$ cat config.mk
export PLATFORM = sky130hd
export DESIGN_NAME = mux_4x1_rr_arbiter
export DESIGN_NICKNAME = d
export VERILOG_FILES = /design/src/rtl/mux_4x1_rr_arbiter.sv
export SDC_FILE = /design/constraint.sdc
export NUM_CORES = 1
export LEC_CHECK = 0
export CAP_MARGIN = 40
export CORE_UTILIZATION = 45
export CTS_BUF_LIST = sky130_fd_sc_hd__clkbuf_16
export DETAILED_ROUTE_END_ITERATION = 6
export PLACE_DENSITY = 0.7
export SYNTH_ARGS = -nofsm -noshare
export SYNTH_HDL_FRONTEND = slang
export SYNTH_SLANG_ARGS = --single-unit
$ cat constraint.sdc
create_clock -name clk -period 1.76 [get_ports clk]
set_clock_uncertainty 0.15 [all_clocks]
set_input_delay 0.264 -clock clk [delete_from_list [all_inputs] [get_ports clk]]
set_output_delay 0.264 -clock clk [all_outputs]
set_load 0.01 [all_outputs]
$ cat src/rtl/mux_4x1_rr_arbiter.sv
`default_nettype none
// ============================================================================
// Module   : mux_4x1_rr_arbiter
// Brief    : Four-way round-robin arbiter with a bounded hold time. It drives
//            a 4:1 data mux from the registered index of the current grantee.
// Revision : 1.0 - initial release
// ============================================================================
module mux_4x1_rr_arbiter #(
    parameter int WIDTH    = 1,
    parameter int MAX_HOLD = 4
) (
    input  logic             clk,
    input  logic             rst_n,
    input  logic [3:0]       req,
    input  logic [WIDTH-1:0] a,
    input  logic [WIDTH-1:0] b,
    input  logic [WIDTH-1:0] c,
    input  logic [WIDTH-1:0] d,
    output logic [3:0]       gnt,
    output logic [1:0]       sel,
    output logic             valid,
    output logic [WIDTH-1:0] y
);

    localparam logic [0:0] C_ST_IDLE   = 1'b0;
    localparam logic [0:0] C_ST_BUSY   = 1'b1;
    // Last hold count before the grantee must yield to a competitor.
    localparam logic [7:0] C_HOLD_LAST = 8'(MAX_HOLD - 1);

    logic [0:0] r_state;
    logic [3:0] r_gnt;
    logic [1:0] r_sel;
    logic       r_valid;
    logic [1:0] r_ptr;
    logic [7:0] r_hold_cnt;

    logic [0:0] w_state;
    logic [3:0] w_gnt;
    logic [1:0] w_sel;
    logic       w_valid;
    logic [1:0] w_ptr;
    logic [7:0] w_hold_cnt;

    logic [1:0] w_pick;
    logic [1:0] w_idx;
    logic       w_grant;
    logic       w_owner_req;
    logic       w_others;

    // Rotating-priority search: first requester at ptr, ptr+1, ptr+2, ptr+3.
    // Scanning from the far end lets the nearest hit overwrite earlier ones.
    always_comb begin
        w_pick = r_ptr;
        w_idx  = r_ptr;
        for (int k = 3; k >= 0; k--) begin
            w_idx = r_ptr + 2'(k);
            if (req[w_idx]) begin
                w_pick = w_idx;
            end
        end
    end

    assign w_owner_req = |(req & r_gnt);
    assign w_others    = |(req & ~r_gnt);

    // Next-state and next-output decode for the IDLE/BUSY controller.
    always_comb begin
        w_state    = r_state;
        w_gnt      = r_gnt;
        w_sel      = r_sel;
        w_valid    = r_valid;
        w_ptr      = r_ptr;
        w_hold_cnt = r_hold_cnt;
        w_grant    = 1'b0;

        case (r_state)
            C_ST_IDLE: begin
                if (|req) begin
                    w_grant = 1'b1;
                end
            end
            C_ST_BUSY: begin
                if (!w_owner_req) begin
                    // Owner released: hand over on this edge or fall idle.
                    if (|req) begin
                        w_grant = 1'b1;
                    end else begin
                        w_state = C_ST_IDLE;
                        w_gnt   = 4'b0000;
                        w_valid = 1'b0;
                    end
                end else if (r_hold_cnt < C_HOLD_LAST) begin
                    w_hold_cnt = r_hold_cnt + 8'd1;
                end else if (w_others) begin
                    // Hold budget spent; ptr already points past the owner,
                    // so the search lands on a competitor.
                    w_grant = 1'b1;
                end
                // Otherwise keep the grant with hold_cnt saturated.
            end
            default: begin
                w_state = C_ST_IDLE;
                w_gnt   = 4'b0000;
                w_valid = 1'b0;
            end
        endcase

        if (w_grant) begin
            w_state    = C_ST_BUSY;
            w_gnt      = 4'b0001 << w_pick;
            w_sel      = w_pick;
            w_valid    = 1'b1;
            w_ptr      = w_pick + 2'd1;
            w_hold_cnt = 8'd0;
        end
    end

    // State register; reset clears the grant immediately, independent of clk.
    always_ff @(posedge clk or negedge rst_n) begin
        if (!rst_n) begin
            r_state    <= C_ST_IDLE;
            r_gnt      <= 4'b0000;
            r_sel      <= 2'd0;
            r_valid    <= 1'b0;
            r_ptr      <= 2'd0;
            r_hold_cnt <= 8'd0;
        end else begin
            r_state    <= w_state;
            r_gnt      <= w_gnt;
            r_sel      <= w_sel;
            r_valid    <= w_valid;
            r_ptr      <= w_ptr;
            r_hold_cnt <= w_hold_cnt;
        end
    end

    // Shared output mux follows the registered select.
    always_comb begin
        case (sel)
            2'd0:    y = a;
            2'd1:    y = b;
            2'd2:    y = c;
            default: y = d;
        endcase
    end

    assign gnt   = r_gnt;
    assign sel   = r_sel;
    assign valid = r_valid;

endmodule
`default_nettype wire

# Yosys cells after proc, flatten, opt, wreduce, memory -nomap -nowiden

Index checks and enable logic that the tools add are counted.

Mux-type cells: 33
Order comparisons: 5
Reduce and logical (&&, ||, !) cells: 9
Shifts and indexed selects: 1
Equality and inequality tests: 4
Add/subtract/negate cells: 5
Bitwise gates (word level): 4

Operators by type and width:

| kind                                                                          | number |
|---|---|
| 8-bit 2-to-1 mux                                                              | 4 |
| 4-bit 2-to-1 mux                                                              | 4 |
| 1-bit 2-to-1 mux                                                              | 15 |
| 2-bit by 3-bit less-than comparator with 1-bit output (second input constant) | 4 |
| 4-bit OR reduction                                                            | 3 |
| 8-bit by 1-bit adder with 8-bit output (second input constant)                | 1 |
| 4-bit bitwise AND                                                             | 2 |
| 1-bit binary-select mux with 2-bit select                                     | 4 |
| 8-bit by 2-bit less-than comparator with 1-bit output (second input constant) | 1 |
| 2-bit 2-to-1 mux                                                              | 4 |
| 3-bit AND reduction                                                           | 2 |
| 2-bit nonzero test                                                            | 3 |
| 2-bit by 1-bit adder with 2-bit output (second input constant)                | 2 |
| 2-bit adder (second input constant)                                           | 2 |
| 2-bit != test (second input constant)                                         | 2 |
| 4-bit inverter                                                                | 1 |
| 1-bit by 2-bit << shifter with 4-bit output (first input constant)            | 1 |
| 1-bit one-hot mux with 3 select lines                                         | 1 |
| 2-bit by 1-bit == test with 1-bit output (second input constant)              | 1 |
| 2-bit == test (second input constant)                                         | 1 |
| 2-bit logical NOT                                                             | 1 |
| 1-bit one-hot mux with 2 select lines                                         | 1 |
| 1-bit inverter                                                                | 1 |

Input port bits: 10
Word-level logic and storage cells: 67
Output and inout bits: 8
Register bits after elaboration: 18

# Longest topological paths before layout

Depth after elaboration: 9
Gate-level depth with buffers: 8
Gate-level depth less buffers: 7

# Worst setup path before layout

OpenSTA, ideal clock, no wires.

Path type: reg-to-reg
Start point: register r_hold_cnt[0]
End point: register r_gnt[1] (netlist: gnt[1])
Required time: 1.489 ns
Period minus slack after synthesis: 1.909 ns
Cell stages (with the launch flop): 9
Library setup time: 0.121 ns
Setup slack: -0.149 ns
Arrival: 1.638 ns
Buffers on the path: 2
Cell sequence: dfrtp_1 ha_1 nor3_1 and2_1 o21ai_1 and2_4 buf_6 buf_8 a22o_1

Word-level cells in the longest chain between the ends: 6
Elaborated cells on any way between the ends: 9
Those cells by class: 1 x order compare; 2 x eq/ne; 4 x mux; 2 x reduce/logical

RTL lines:

| item                                                                 | RTL line | source |
|---|---|---|
| start: declaration                                                   | 35       | `logic [7:0] r_hold_cnt;` |
| start signal: assignment                                             | 133      | `r_hold_cnt <= w_hold_cnt;` |
| 8-bit by 2-bit less-than comparator with 1-bit output *              | 92       | `end else if (r_hold_cnt < C_HOLD_LAST) begin` |
| 1-bit 2-to-1 mux *                                                   | 92       |  |
| 1-bit 2-to-1 mux *                                                   | 83       | `if (!w_owner_req) begin` |
| 1-bit one-hot mux with 2 select lines *                              | 76       | `case (r_state)` |
| 2-bit != test (no line) / 2-bit nonzero test (equally long branches) | --       |  |
| 3-bit AND reduction (no line)                                        | --       |  |
| end signal: assignment                                               | 129      | `r_gnt <= w_gnt;` |
| end: declaration                                                     | 31       | `logic [3:0] r_gnt;` |

Mark *: on every way between the ends. The rest lies on a longest branch, timed or not.
A chain may end at the register's enable or synchronous reset.

# Worst setup path in the final report

Start point: register r_gnt[2] (netlist: gnt[2])
End point: register r_ptr[1]

Word-level cells in the longest chain between the ends: 7
Elaborated cells on any way between the ends: 9
Those cells by class: 4 x mux; 3 x bitwise; 2 x reduce/logical

RTL lines:

| item                                    | RTL line | source |
|---|---|---|
| 4-bit inverter                          | 64       | `assign w_others = \|(req & ~r_gnt);` |
| 4-bit bitwise AND                       | 64       |  |
| 4-bit OR reduction                      | 64       |  |
| 1-bit 2-to-1 mux                        | 94       | `end else if (w_others) begin` |
| 1-bit 2-to-1 mux                        | 92       |  |
| 1-bit 2-to-1 mux *                      | 83       |  |
| 1-bit one-hot mux with 2 select lines * | 76       |  |
| end signal: assignment                  | 132      | `r_ptr <= w_ptr;` |
| end: declaration                        | 34       | `logic [1:0] r_ptr;` |

Marks and branches as above.

==> out/qor.yml <==
initial_core_util_pct: 48.2
antenna_found_initial: 0
synth_ff_type: "dfrtp_1"
crit_path_top_delay_cell: "dfrtp_1"
cts_root_buf: "clkbuf_16"
vias: 914
fmax_ghz: 0.547
drt_iter0_markers: 29
insertion_delay_ps: 250
power.density_nw_per_um2: 1530
die_w_um: 47.8
worstSetupEndpointType: "flop"
synth_edf_count: 0
p_int_uw: 1520
p_clk_share_pct: 20.0
grt-ovfl-total: 0
p_comb_share_pct: 52.7
syn_nets: 101
power.share.switching_pct: 33.7
syn_to_final_growth_pct: 58.1
seq_power_share_pct: 27.3
ir_worst_vdd_v: 0.00109
rows: 16
finalInstanceArea_um2: 1490
numCtsBuffers: 3
cts_tree: "done"
die_area_um2: 2290
cts.clk_slew.worst_paths_ps: 50
finalCriticalPeriod_ps: 1830
required_ps: 1750
ant_nets: 0
min_path_type: "primary input to async pin"
worst_ep_arrival_time_ps: 1810
dr.pass1.iters: 4
placed_cell_area_um2: 1300
gp_congestion: 0.807
synth_cells: 86
layout_setup_ws_ps: -68.2
die_h_um: 47.8
wl_mm: 2.82
viasPerCell: 5.71
rsz0062_at_grt: "true"
avgSynthCellArea_um2: 11.0
slew_headroom_pct: 77.3
startpoint: "gnt[2]"
final_common_cell: "buf_4"
synth_seq_area_share_pct: 47.7
htree_levels: 1
net-switching-power_uw: 772
dpl.hpwl_mm: 1.62
violations: "setup timing"
clockBufferDepth: 2
grt_max_degree: 19
remaining_drc_errors: 0
crit_path_max_incr_delay_ps: 410
crit_path_start_kind: "flop"
r2r_start: "gnt[2]"
layout-drive-gt1-share_pct: 44.4
crit_chain: "a22oi_1 > a21boi_1 > o21ai_4 > and2_4 > mux2_2"
fin_crit_sh_pct: 104
synth_cell_types: 36
grt_first_pass_wirelength_mm: 3.98
cts_sinks: 18
place_ws_ps: -572
drv_cap: 0
core_um2: 1960
hold_viol_final: 0
num_antenna_cells: 0
utilization_pct: 76.1
slew_viol_final: 0
cp_max_fo: 5
ios: 18
power_leakage_uw: 0.000740
syn-cell-area_um2: 945
ys_warn_count: 0
whs_ps: 192
setup_viol: 10
grt_pass1_vias: 831
wl_per_cell_um: 17.6
status: "complete, but fails checks"
synthArstFlopShare_pct: 100
io_buffer_count: 17
grtUsageTotal_pct: 26.7
n_fill_cell: 139
ys_ff_latch: 18
worst_pin_slew_ps: 340
final_cell_mix: "buf_4 (24), dfrtp_1 (17), clkdlybuf4s50_1 (12)"
critPathKind: "flop to flop"
fin_nets: 149
-- timing repair --
item,CTS,global route
gates resized for setup,19,18
hold buffers,0,0
buffers inserted,5,1
endpoints found under the setup margin,18,17
pin swaps,5,8
cloned,1,0
-- power groups by stage --
| stage | Sequential [µW] | Combinational, µW | Clock [µW] |
|---|---|---|---|
| after floorplan | 641 | 489 | 0 |
| after global placement | 611 | 962 | 0 |
| after detailed placement | 617 | 980 | 0 |
| after CTS | 616 | 1090 | 463 |
| after global routing | 636 | 1290 | 490 |
| final | 625 | 1210 | 460 |
-- critical path, delay by kind of cell, from the launching register on --
kind               cells  cell delay (ps)
DFF                    1              410
AOI/OAI and AO/OA      3              600
and+or+nand+nor        1              230
muxes                  1              330
-- cells in the mapped netlist (2+ instances only) --
library cell	n	area [µm²]
a21oi_1	5	25.0
a22o_1	4	35.0
a22oi_1	2	15.0
a31oi_1	3	18.8
and2b_1	3	22.5
and3_1	2	12.5
dfrtp_1	18	450
ha_1	5	62.6
inv_1	5	18.8
mux2_2	3	33.8
nand2_1	5	18.8
nand2b_1	2	12.5
nor2_1	6	22.5
-- path summary, 6_finish.rpt --
check	end	slack, ps	depth (start not counted)
setup / recovery	r_ptr[1]	-70	5
hold / removal	gnt[2]	190	2
setup reg to reg	r_ptr[1]	-70	5
hold reg to reg	valid	340	1
max in group asynchronous	r_ptr[1]	1050	2
min in group clk	valid	340	1
-- layer usage --
| layer | vias to the layer above | routed length, µm | track usage (%) |
|---|---|---|---|
| li1 | 406 | - | - |
| met3 | 10 | 170 | 4.91 |
| met5 | - | 0 | 0 |
| met1 | 447 | 1130 | 33.5 |
| met2 | 51 | 1430 | 44.3 |
| met4 | 0 | 78 | 12.2 |
-- metrics by stage --
stage,instances,TNS (ps),power [µW]
6_report,160,-384,2290
4_1_cts,159,-55.3,2170
3_3_place_gp,149,-6830,1570
5_1_grt,160,-1010,2420
2_1_floorplan,86,-95.2,1130
3_5_place_dp,149,-7820,1600
-- cell families after synthesis --
| group | Yosys count | synth area share (%) |
|---|---|---|
| multiplexers | 5 | 7.02 |
| AND/OR/NAND/NOR | 27 | 16.0 |
| AO/OA/AOI/OAI | 22 | 16.4 |
| adder cells (fa/ha/maj) | 5 | 6.62 |
| XOR/XNOR | 1 | 0.927 |
| buffers and inverters | 8 | 5.30 |
| flip-flops | 18 | 47.7 |
-- state kept, by name, summed over array words and instances, names as in the netlist --
name / count
r_hold_cnt: 8
gnt: 4
r_ptr: 2
sel: 2
r_state: 1
valid: 1
-- layout make-up --
class                           count  area [µm²]  area share, %
Clock buffer                        3        75.1           5.03
Clock inverter                      1        3.75          0.251
Inverter                            5        18.8           1.26
Multi-Input combinational cell     61         532           35.6
Sequential cell                    18         452           30.2
Tap cell                           27        33.8           2.26
Timing Repair Buffer               45         379           25.4
(Power assumes the default switching activity.)
